`config.mk`:
```
export PLATFORM = sky130hd
export DESIGN_NAME = id_ctrl_pipe
export DESIGN_NICKNAME = d
export VERILOG_FILES = /design/src/rtl/id_ctrl_pipe.sv
export SDC_FILE = /design/constraint.sdc
export NUM_CORES = 1
export LEC_CHECK = 0
export ABC_CLOCK_PERIOD_IN_PS = 3450
export BUFFER_PORTS_ARGS = -buffer_cell sky130_fd_sc_hd__clkbuf_2
export CAP_MARGIN = 20
export CORE_ASPECT_RATIO = 0.7
export CORE_MARGIN = 3
export CORE_UTILIZATION = 40
export DETAILED_ROUTE_END_ITERATION = 6
export GPL_TIMING_DRIVEN = 0
export PLACE_DENSITY = 0.69
export SLEW_MARGIN = 40
export SYNTH_ARGS = -nofsm -noshare
export SYNTH_HDL_FRONTEND = slang
export SYNTH_SLANG_ARGS = --single-unit
```
`constraint.sdc`:
```
create_clock -name clk -period 3.45 [get_ports clk]
set_input_delay 0.1725 -clock clk [delete_from_list [all_inputs] [get_ports clk]]
set_output_delay 0.1725 -clock clk [all_outputs]
set_load 0.05 [all_outputs]
```
`src/rtl/id_ctrl_pipe.sv`:
```
// rtl/id_ctrl_pipe.sv - RV32I decode stage with ID/EX register, load-use stall FSM and flush.
// Optional CSR decode is enabled by defining CSR_EN.
module id_ctrl_pipe #(
  parameter int STALL_CYC = 1
) (
  input  logic        clk,
  input  logic        rst_n,
  input  logic        in_valid,
  output logic        in_ready,
  input  logic [31:0] instruction,
  input  logic        flush,
  output logic        out_valid,
  input  logic        out_ready,
  output logic [6:0]  opcode,
  output logic [4:0]  rd,
  output logic [4:0]  rs1,
  output logic [4:0]  rs2,
  output logic [2:0]  funct3,
  output logic [6:0]  funct7,
  output logic        branch,
  output logic        mem_read,
  output logic        mem_to_reg,
  output logic        alu_src,
  output logic        reg_write,
  output logic [1:0]  mem_write,
  output logic        illegal
`ifdef CSR_EN
  ,
  output logic        csr_we,
  output logic [11:0] csr_addr
`endif
);

  localparam logic [6:0] OP_LUI    = 7'b0110111;
  localparam logic [6:0] OP_AUIPC  = 7'b0010111;
  localparam logic [6:0] OP_IMM    = 7'b0010011;
  localparam logic [6:0] OP_JAL    = 7'b1101111;
  localparam logic [6:0] OP_JALR   = 7'b1100111;
  localparam logic [6:0] OP_BRANCH = 7'b1100011;
  localparam logic [6:0] OP_LOAD   = 7'b0000011;
  localparam logic [6:0] OP_STORE  = 7'b0100011;
  localparam logic [6:0] OP_OP     = 7'b0110011;
  localparam logic [6:0] OP_SYSTEM = 7'b1110011;

  typedef struct packed {
    logic [6:0]  opcode;
    logic [4:0]  rd;
    logic [4:0]  rs1;
    logic [4:0]  rs2;
    logic [2:0]  funct3;
    logic [6:0]  funct7;
    logic        branch;
    logic        mem_read;
    logic        mem_to_reg;
    logic        alu_src;
    logic        reg_write;
    logic [1:0]  mem_write;
    logic        illegal;
`ifdef CSR_EN
    logic        csr_we;
    logic [11:0] csr_addr;
`endif
  } idex_t;

  typedef enum logic {RUN, STALL} state_t;

  idex_t  dec, q;
  logic   valid_q;
  state_t state, state_nxt;
  logic [1:0] cnt, cnt_nxt;
  logic   use_rs1, use_rs2, hazard, load_new, hold;

  always_comb begin
    dec = '0;
    dec.opcode = instruction[6:0];
    dec.rd     = instruction[11:7];
    dec.funct3 = instruction[14:12];
    dec.rs1    = instruction[19:15];
    dec.rs2    = instruction[24:20];
    dec.funct7 = instruction[31:25];
    case (instruction[6:0])
      OP_LUI, OP_AUIPC, OP_IMM: begin
        dec.alu_src   = 1'b1;
        dec.reg_write = 1'b1;
      end
      OP_JAL, OP_JALR: begin
        dec.branch    = 1'b1;
        dec.alu_src   = 1'b1;
        dec.reg_write = 1'b1;
      end
      OP_BRANCH: begin
        dec.branch  = 1'b1;
        dec.alu_src = 1'b1;
      end
      OP_LOAD: begin
        dec.mem_read   = 1'b1;
        dec.mem_to_reg = 1'b1;
        dec.alu_src    = 1'b1;
        dec.reg_write  = 1'b1;
      end
      OP_STORE: begin
        case (instruction[14:12])
          3'b000:  begin dec.alu_src = 1'b1; dec.mem_write = 2'd1; end
          3'b001:  begin dec.alu_src = 1'b1; dec.mem_write = 2'd2; end
          3'b010:  begin dec.alu_src = 1'b1; dec.mem_write = 2'd3; end
          default: dec.illegal = 1'b1;
        endcase
      end
      OP_OP: dec.reg_write = 1'b1;
      OP_SYSTEM: begin
`ifdef CSR_EN
        // read-only CSR forms (set/clear with x0 source) must not write the CSR
        if (instruction[14:12] == 3'b100) begin
          dec.illegal = 1'b1;
        end else if (instruction[14:12] != 3'b000) begin
          dec.reg_write = 1'b1;
          dec.csr_addr  = instruction[31:20];
          dec.csr_we    = !(instruction[13] && instruction[19:15] == 5'd0);
        end
`endif
      end
      default: dec.illegal = 1'b1;
    endcase
    if (dec.rd == 5'd0) dec.reg_write = 1'b0;
  end

  assign use_rs1 = !(instruction[6:0] inside {OP_LUI, OP_AUIPC, OP_JAL});
  assign use_rs2 = instruction[6:0] inside {OP_BRANCH, OP_STORE, OP_OP};
  assign hazard  = in_valid && valid_q && q.mem_read && (q.rd != 5'd0) &&
                   ((use_rs1 && q.rd == instruction[19:15]) ||
                    (use_rs2 && q.rd == instruction[24:20]));

  assign in_ready = rst_n && (state == RUN) && !hazard && !flush && (!valid_q || out_ready);
  assign load_new = in_valid && in_ready;
  assign hold     = valid_q && !out_ready && !flush;

  always_comb begin
    state_nxt = state;
    cnt_nxt   = cnt;
    if (flush) begin
      state_nxt = RUN;
      cnt_nxt   = 2'd0;
    end else begin
      case (state)
        RUN: begin
          // the hazard cycle itself is bubble 1, so only the remainder is counted here
          if (hazard && out_ready && STALL_CYC > 1) begin
            state_nxt = STALL;
            cnt_nxt   = 2'(STALL_CYC - 1);
          end
        end
        STALL: begin
          cnt_nxt = (cnt == 2'd0) ? 2'd0 : cnt - 2'd1;
          if (cnt <= 2'd1) state_nxt = RUN;
        end
        default: state_nxt = RUN;
      endcase
    end
  end

  always_ff @(posedge clk or negedge rst_n) begin
    if (!rst_n) begin
      state   <= RUN;
      cnt     <= 2'd0;
      valid_q <= 1'b0;
      q       <= '0;
    end else begin
      state <= state_nxt;
      cnt   <= cnt_nxt;
      if (load_new) begin
        valid_q <= 1'b1;
        q       <= dec;
      end else if (!hold) begin
        valid_q <= 1'b0;
        q       <= '0;
      end
    end
  end

  assign out_valid  = valid_q;
  assign opcode     = q.opcode;
  assign rd         = q.rd;
  assign rs1        = q.rs1;
  assign rs2        = q.rs2;
  assign funct3     = q.funct3;
  assign funct7     = q.funct7;
  assign branch     = q.branch;
  assign mem_read   = q.mem_read;
  assign mem_to_reg = q.mem_to_reg;
  assign alu_src    = q.alu_src;
  assign reg_write  = q.reg_write;
  assign mem_write  = q.mem_write;
  assign illegal    = q.illegal;
`ifdef CSR_EN
  assign csr_we     = q.csr_we;
  assign csr_addr   = q.csr_addr;
`endif

endmodule

```
Word-level counts from Yosys, hierarchy flattened

Cells that the tools add are included.

Register bits after elaboration: 44
Bits in latches: 0
RAM bits: 0
ROM bits: 0
Input port bits: 37
Output and inout port bits: 42
Logic and storage cells: 86
Memories kept: 0

Add/subtract/negate cells: 1
Multiply operators: 0
Divide/modulo/power cells: 0
Magnitude comparators: 1
Equality and inequality tests: 15
Shift operators: 0
Muxes and demuxes: 20
Bitwise logic cells: 1
Reductions and logical operators: 32

Operators by type and width:

| kind                                                 | count |
|---|---|
| two-way mux 40 bit                                   | 2 |
| == test 7 bit (second input constant)                | 4 |
| == test 7 x 6 -> 1 bit (second input constant)       | 3 |
| == test 7 x 5 -> 1 bit (second input constant)       | 2 |
| OR reduction 7 bit                                   | 2 |
| logical AND 1 bit                                    | 13 |
| == test 5 bit                                        | 2 |
| two-way mux 1 bit                                    | 10 |
| two-way mux 2 bit                                    | 5 |
| OR reduction 9 bit                                   | 1 |
| == test 7 x 2 -> 1 bit (second input constant)       | 1 |
| case mux 2 bit (3 select lines)                      | 1 |
| nonzero test 3 bit                                   | 2 |
| OR reduction 3 bit                                   | 2 |
| logical NOT 1 bit                                    | 5 |
| logical NOT 5 bit                                    | 1 |
| nonzero test 5 bit                                   | 1 |
| case mux 1 bit (2 select lines)                      | 2 |
| == test 3 x 1 -> 1 bit (second input constant)       | 1 |
| == test 3 x 2 -> 1 bit (second input constant)       | 1 |
| logical NOT 3 bit                                    | 1 |
| <= comparator 2 x 1 -> 1 bit (second input constant) | 1 |
| logical NOT 2 bit                                    | 1 |
| logical OR 1 bit                                     | 2 |
| 4 further kinds                                      | 4 |

Logic depth before layout (Yosys ltp)

Depth after elaboration: 12
Depth in mapped cells: 7

Worst setup path after synthesis

Ideal clock, no wire load.

Path kind: reg2out
Start point: register q, in the netlist rd[1]
End point: output port in_ready
Arrival: 2184 ps
Required time: 3277 ps
Path slack: 1094 ps
Cell stages (with the launch flop): 6
Cells stage by stage: dfrtp_1 or4_1 nor2_1 or4_1 o21ai_0 nor2_1

Cells in the longest elaborated chain, start to end: 8
Elaborated cells on any way between the ends: 12
Those cells by class: eq/ne (2); reduce/logical (10)

RTL lines:

| item                                        | line     | text |
|---|---|---|
| start: declaration                          | 67       | `idex_t dec, q;` |
| start signal: assignment                    | 166      | `q <= '0;` |
| start signal: assignment                    | 172      | `q <= dec;` |
| start signal: assignment                    | 175      | `q <= '0;` |
| == test 5 bit, on equally long branches     | 130, 131 |  |
| logical AND 1 bit, on equally long branches | 130, 131 |  |
| logical OR 1 bit                            | 130      | `((use_rs1 && q.rd == instruction[19:15]) \|\|` |
| logical AND 1 bit (*)                       | 129      | `assign hazard = in_valid && valid_q && q.mem_read && (q.rd != 5'd0) &&` |
| logical NOT 1 bit (*)                       | 133      | `assign in_ready = rst_n && (state == RUN) && !hazard && !flush && (!valid_q \|\| out_ready);` |
| logical AND 1 bit (*) (3 in series)         | 133      |  |
| end: declaration                            | 9        | `output logic in_ready,` |

Every way passes the cells marked *; elsewhere a longest branch is shown, timed or not.

Worst setup path after layout

Start point: register q, in the netlist rd[3]
End point: output port in_ready

The elaborated chain is that of the path after synthesis.

==> results.md <==
- Kind of critical path: reg2out
- CORE AREA: between 4000 and 5000 um^2
- Worst Max-Slew Pin Slew: roughly 0.58 ns
- Worst-path clk slew: 0.08 ns
- Crit path DAT: between 2 and 2.5 ns
- Syn_area_per_cell: 12.0 um^2
- Final net count: 279
- Total GRT Usage: a little under a fifth
- Layout cells sized above 1: between 30% and 40%
- Worst Path Max Fanout: 5
- CTS Sinks: 43
- Synth cell types: 29
- EDFF count, synth: 0
- Total power: around 1100 uW
- Grt met3 use: under 10%
- Unrepaired setup endpoints after global routing: no
- CP Buf/Inv Count: 1
- Slowest cell on crit path: dfrtp_1
- Req. time, crit path: about 3.3 ns
- First-pass GRT wire length: between 7000 and 8000 um
- Die ar.: about 5600 um^2
- CP peak stage delay: around 0.45 ns
- Die Y: around 63 um
- Clk_lat worst skew: between 0.2 and 0.3 ns
- Final number of setup-violating endpoints: 0
- Syn Nets: about 190
- Post-Synth Adder-Cell Area: 0%
- GPL Wtd Cong: 0.810
- Deepest clock path buffer count: 2
- Compound-Gate Fraction of Synth Area: roughly 22%
- CTS HTree Levels: 2
- Final Hold Vio Count: 0
- Grt peak-use layer: met1
- Met1 GRT Util: between 20% and 30%
- N_diodes: 0
- Ports: 79
- Routed via count: 1634
- Starting Density: about 42%
- Worst VDD drop: roughly 0.00018 V
- Drt wl/cell: between 15 and 20 um
- Placed wire-length estimate: about 3700 um
- Initial antenna violation count: 0
- Min Tclk post-route: about 2.4 ns
- CTS tree: yes
- Post-Route WL: 4940 um
- Detailed Routing Iterations Pass 1: 4
- FP Rows: 20
- Largest family of logic cells by synthesized area: compound AO/OA/AOI/OAI gates
- XOR/XNOR Fraction of Synth Area: under 10%
- Placed Instance Area: 2340 um^2
- Crit end category: output port
- Max Slew Vio Count: 0
- Mapped cell area: 1880 um^2
- Relative slew slack: between 60% and 70%
- Hold crit path type: in2reg
- Synth top area share: between 50% and 60%
- Top_reg_cell synth: dfrtp_1
- Utilization after layout: around 56%
- TritonCTS buffer count: 5
- YS warnings: 0
- Post-DR vias/cell: 5.48
- Port Buf Inserts: 78
- Power Density: around 460 nW/um^2
- Max_cap viols: 0
- Number of synthesized register bits: 43
- CP cell instances: xor2_1 -> or3_1 -> or4_1 -> o21ai_0 -> nor2_1 -> clkbuf_2
- CTS root buf: clkbuf_8
- CP delay by family, top: simple AND/OR/NAND/NOR gates
- Area growth syn-to-layout: 32.2%
- Simple-Gate Fraction of Synth Area: roughly an eighth
- Number of global-route vias before repair: approximately 1600
- Largest net degree at the start of global routing: between 40 and 50
- Post-synthesis sequential area ratio: a little under three fifths
- Remaining DRCs: 0
- Synth cell count leaders: dfrtp_1 (43), a22o_1 (35), nor2_1 (10)
- Top cells by area, synth: dfrtp_1 (57%), a22o_1 (16%), xnor2_1 (2.8%), xor2_1 (2.3%), nor2_1 (2.0%)
- Type of origin of the critical path: flop
- Status: finished, final reports clean
- Setup Skew: 0.00576 ns
- Routed Antenna Nets: 0
- Final period utilization: ~70%
- Die X: approximately 88 um
- Max frequency: roughly 0.41 GHz
- Global Route met2 Usage: around a quarter
- Post-route cell area: about 2500 um^2
- Most common cell in the netlist: dfrtp_1
- LEAKAGE: approximately 0.0013 uW
- Post-Syn Instances: 156
- Iteration-0 DRC Markers: 78
- Post-synthesis mux area share: 0%
- Async SR Flop Fraction: 100%
- Setup TNS: 0 ns
- Top cell type by total area after synthesis: dfrtp_1
- Total grt overflow: 0
what timing repair did:
item	CTS	global route
hold buffers	1	0
buffers inserted	0	0
hold endpoints to repair	43	0
resized for setup	0	0
state kept, by name, summed over array words and instances (netlist names), 2 cells and up:
register   count
cnt            2
funct3         3
funct7         7
mem_write      2
opcode         7
rd             5
rs1            5
rs2            5
layer usage:
metal  up-vias  wire, um
met5         -         0
met4         0        28
met3         4       461
met2        65      2080
met1       808      2370
li1        757         -
power by group:
part           switching [uW]  total, uW  internal (uW)
clock network             167        456            289
logic                    99.9        149           49.4
registers                9.05        524            515
worst paths after layout:
check	startpoint	end	slack, ns	cells after the start
max in group asynchronous	rst_n	opcode[5]	2.61	2
min reg2reg	funct7[5]	funct7[5]	0.50	1
max reg2reg	rd[3]	funct7[4]	1.23	6
min in group asynchronous	rst_n	opcode[0]	0.45	2
max	rd[3]	in_ready	1.03	6
min	flush	cnt[0]	0.1	2
through the flow:
step                      cells  setup WS, ns  hold WS [ns]
after CTS                   298          1.03        0.0885
after global routing        298         0.951         0.101
after floorplan             156          1.09        -0.123
final                       298          1.03        0.0965
after global placement      289          1.15         0.397
after detailed placement    289          1.26         0.242
cell families after synthesis:
logic type,count (synthesis)
compound gates,50
xor+xnor,11
buf+inv,11
flops,43
simple gates,41
area by class of cell:
cell class	count	area [um^2]
Buffer	9	60.1
Clock buffer	6	72.6
Clock inverter	2	60.1
Inverter	2	7.51
Multi-Input combinational cell	102	733
Timing Repair Buffer	79	403
Tap cell	55	68.8
Sequential cell	43	1080
Fill cell	385	1950
cell usage in the layout (no fill, tap or decap):
| master | synthesis | layout |
|---|---|---|
| o31ai_1 | 2 | 2 |
| clkbuf_2 | 0 | 77 |
| nand2b_1 | 2 | 2 |
| and4b_1 | 1 | 1 |
| or3_1 | 1 | 1 |
| or4_1 | 2 | 2 |
| buf_6 | 3 | 3 |
| nand2_1 | 5 | 5 |
| nor2_1 | 10 | 10 |
| nor3b_1 | 2 | 2 |
| dfrtp_1 | 43 | 43 |
| and4bb_2 | 1 | 1 |
| inv_1 | 2 | 2 |
| o211a_1 | 1 | 1 |
| clkbuf_4 | 0 | 1 |
| buf_4 | 1 | 1 |
| nor2b_1 | 3 | 3 |
| o21a_1 | 1 | 1 |
| dlygate4sd3_1 | 0 | 1 |
| xnor2_1 | 6 | 6 |
| nor3_1 | 3 | 3 |
| xor2_1 | 5 | 5 |
| and3_1 | 1 | 1 |
| clkbuf_8 | 0 | 5 |
| a32o_1 | 3 | 3 |
| clkbuf_1 | 5 | 6 |
| nand4_1 | 2 | 2 |
| o21ai_0 | 6 | 6 |
| a21oi_1 | 2 | 2 |
| nand3_1 | 4 | 4 |
| bufinv_16 | 0 | 2 |
| a22o_1 | 35 | 35 |
| or2_2 | 3 | 3 |
| and3b_1 | 1 | 1 |
Note: power is estimated with default switching activity, not from simulation.
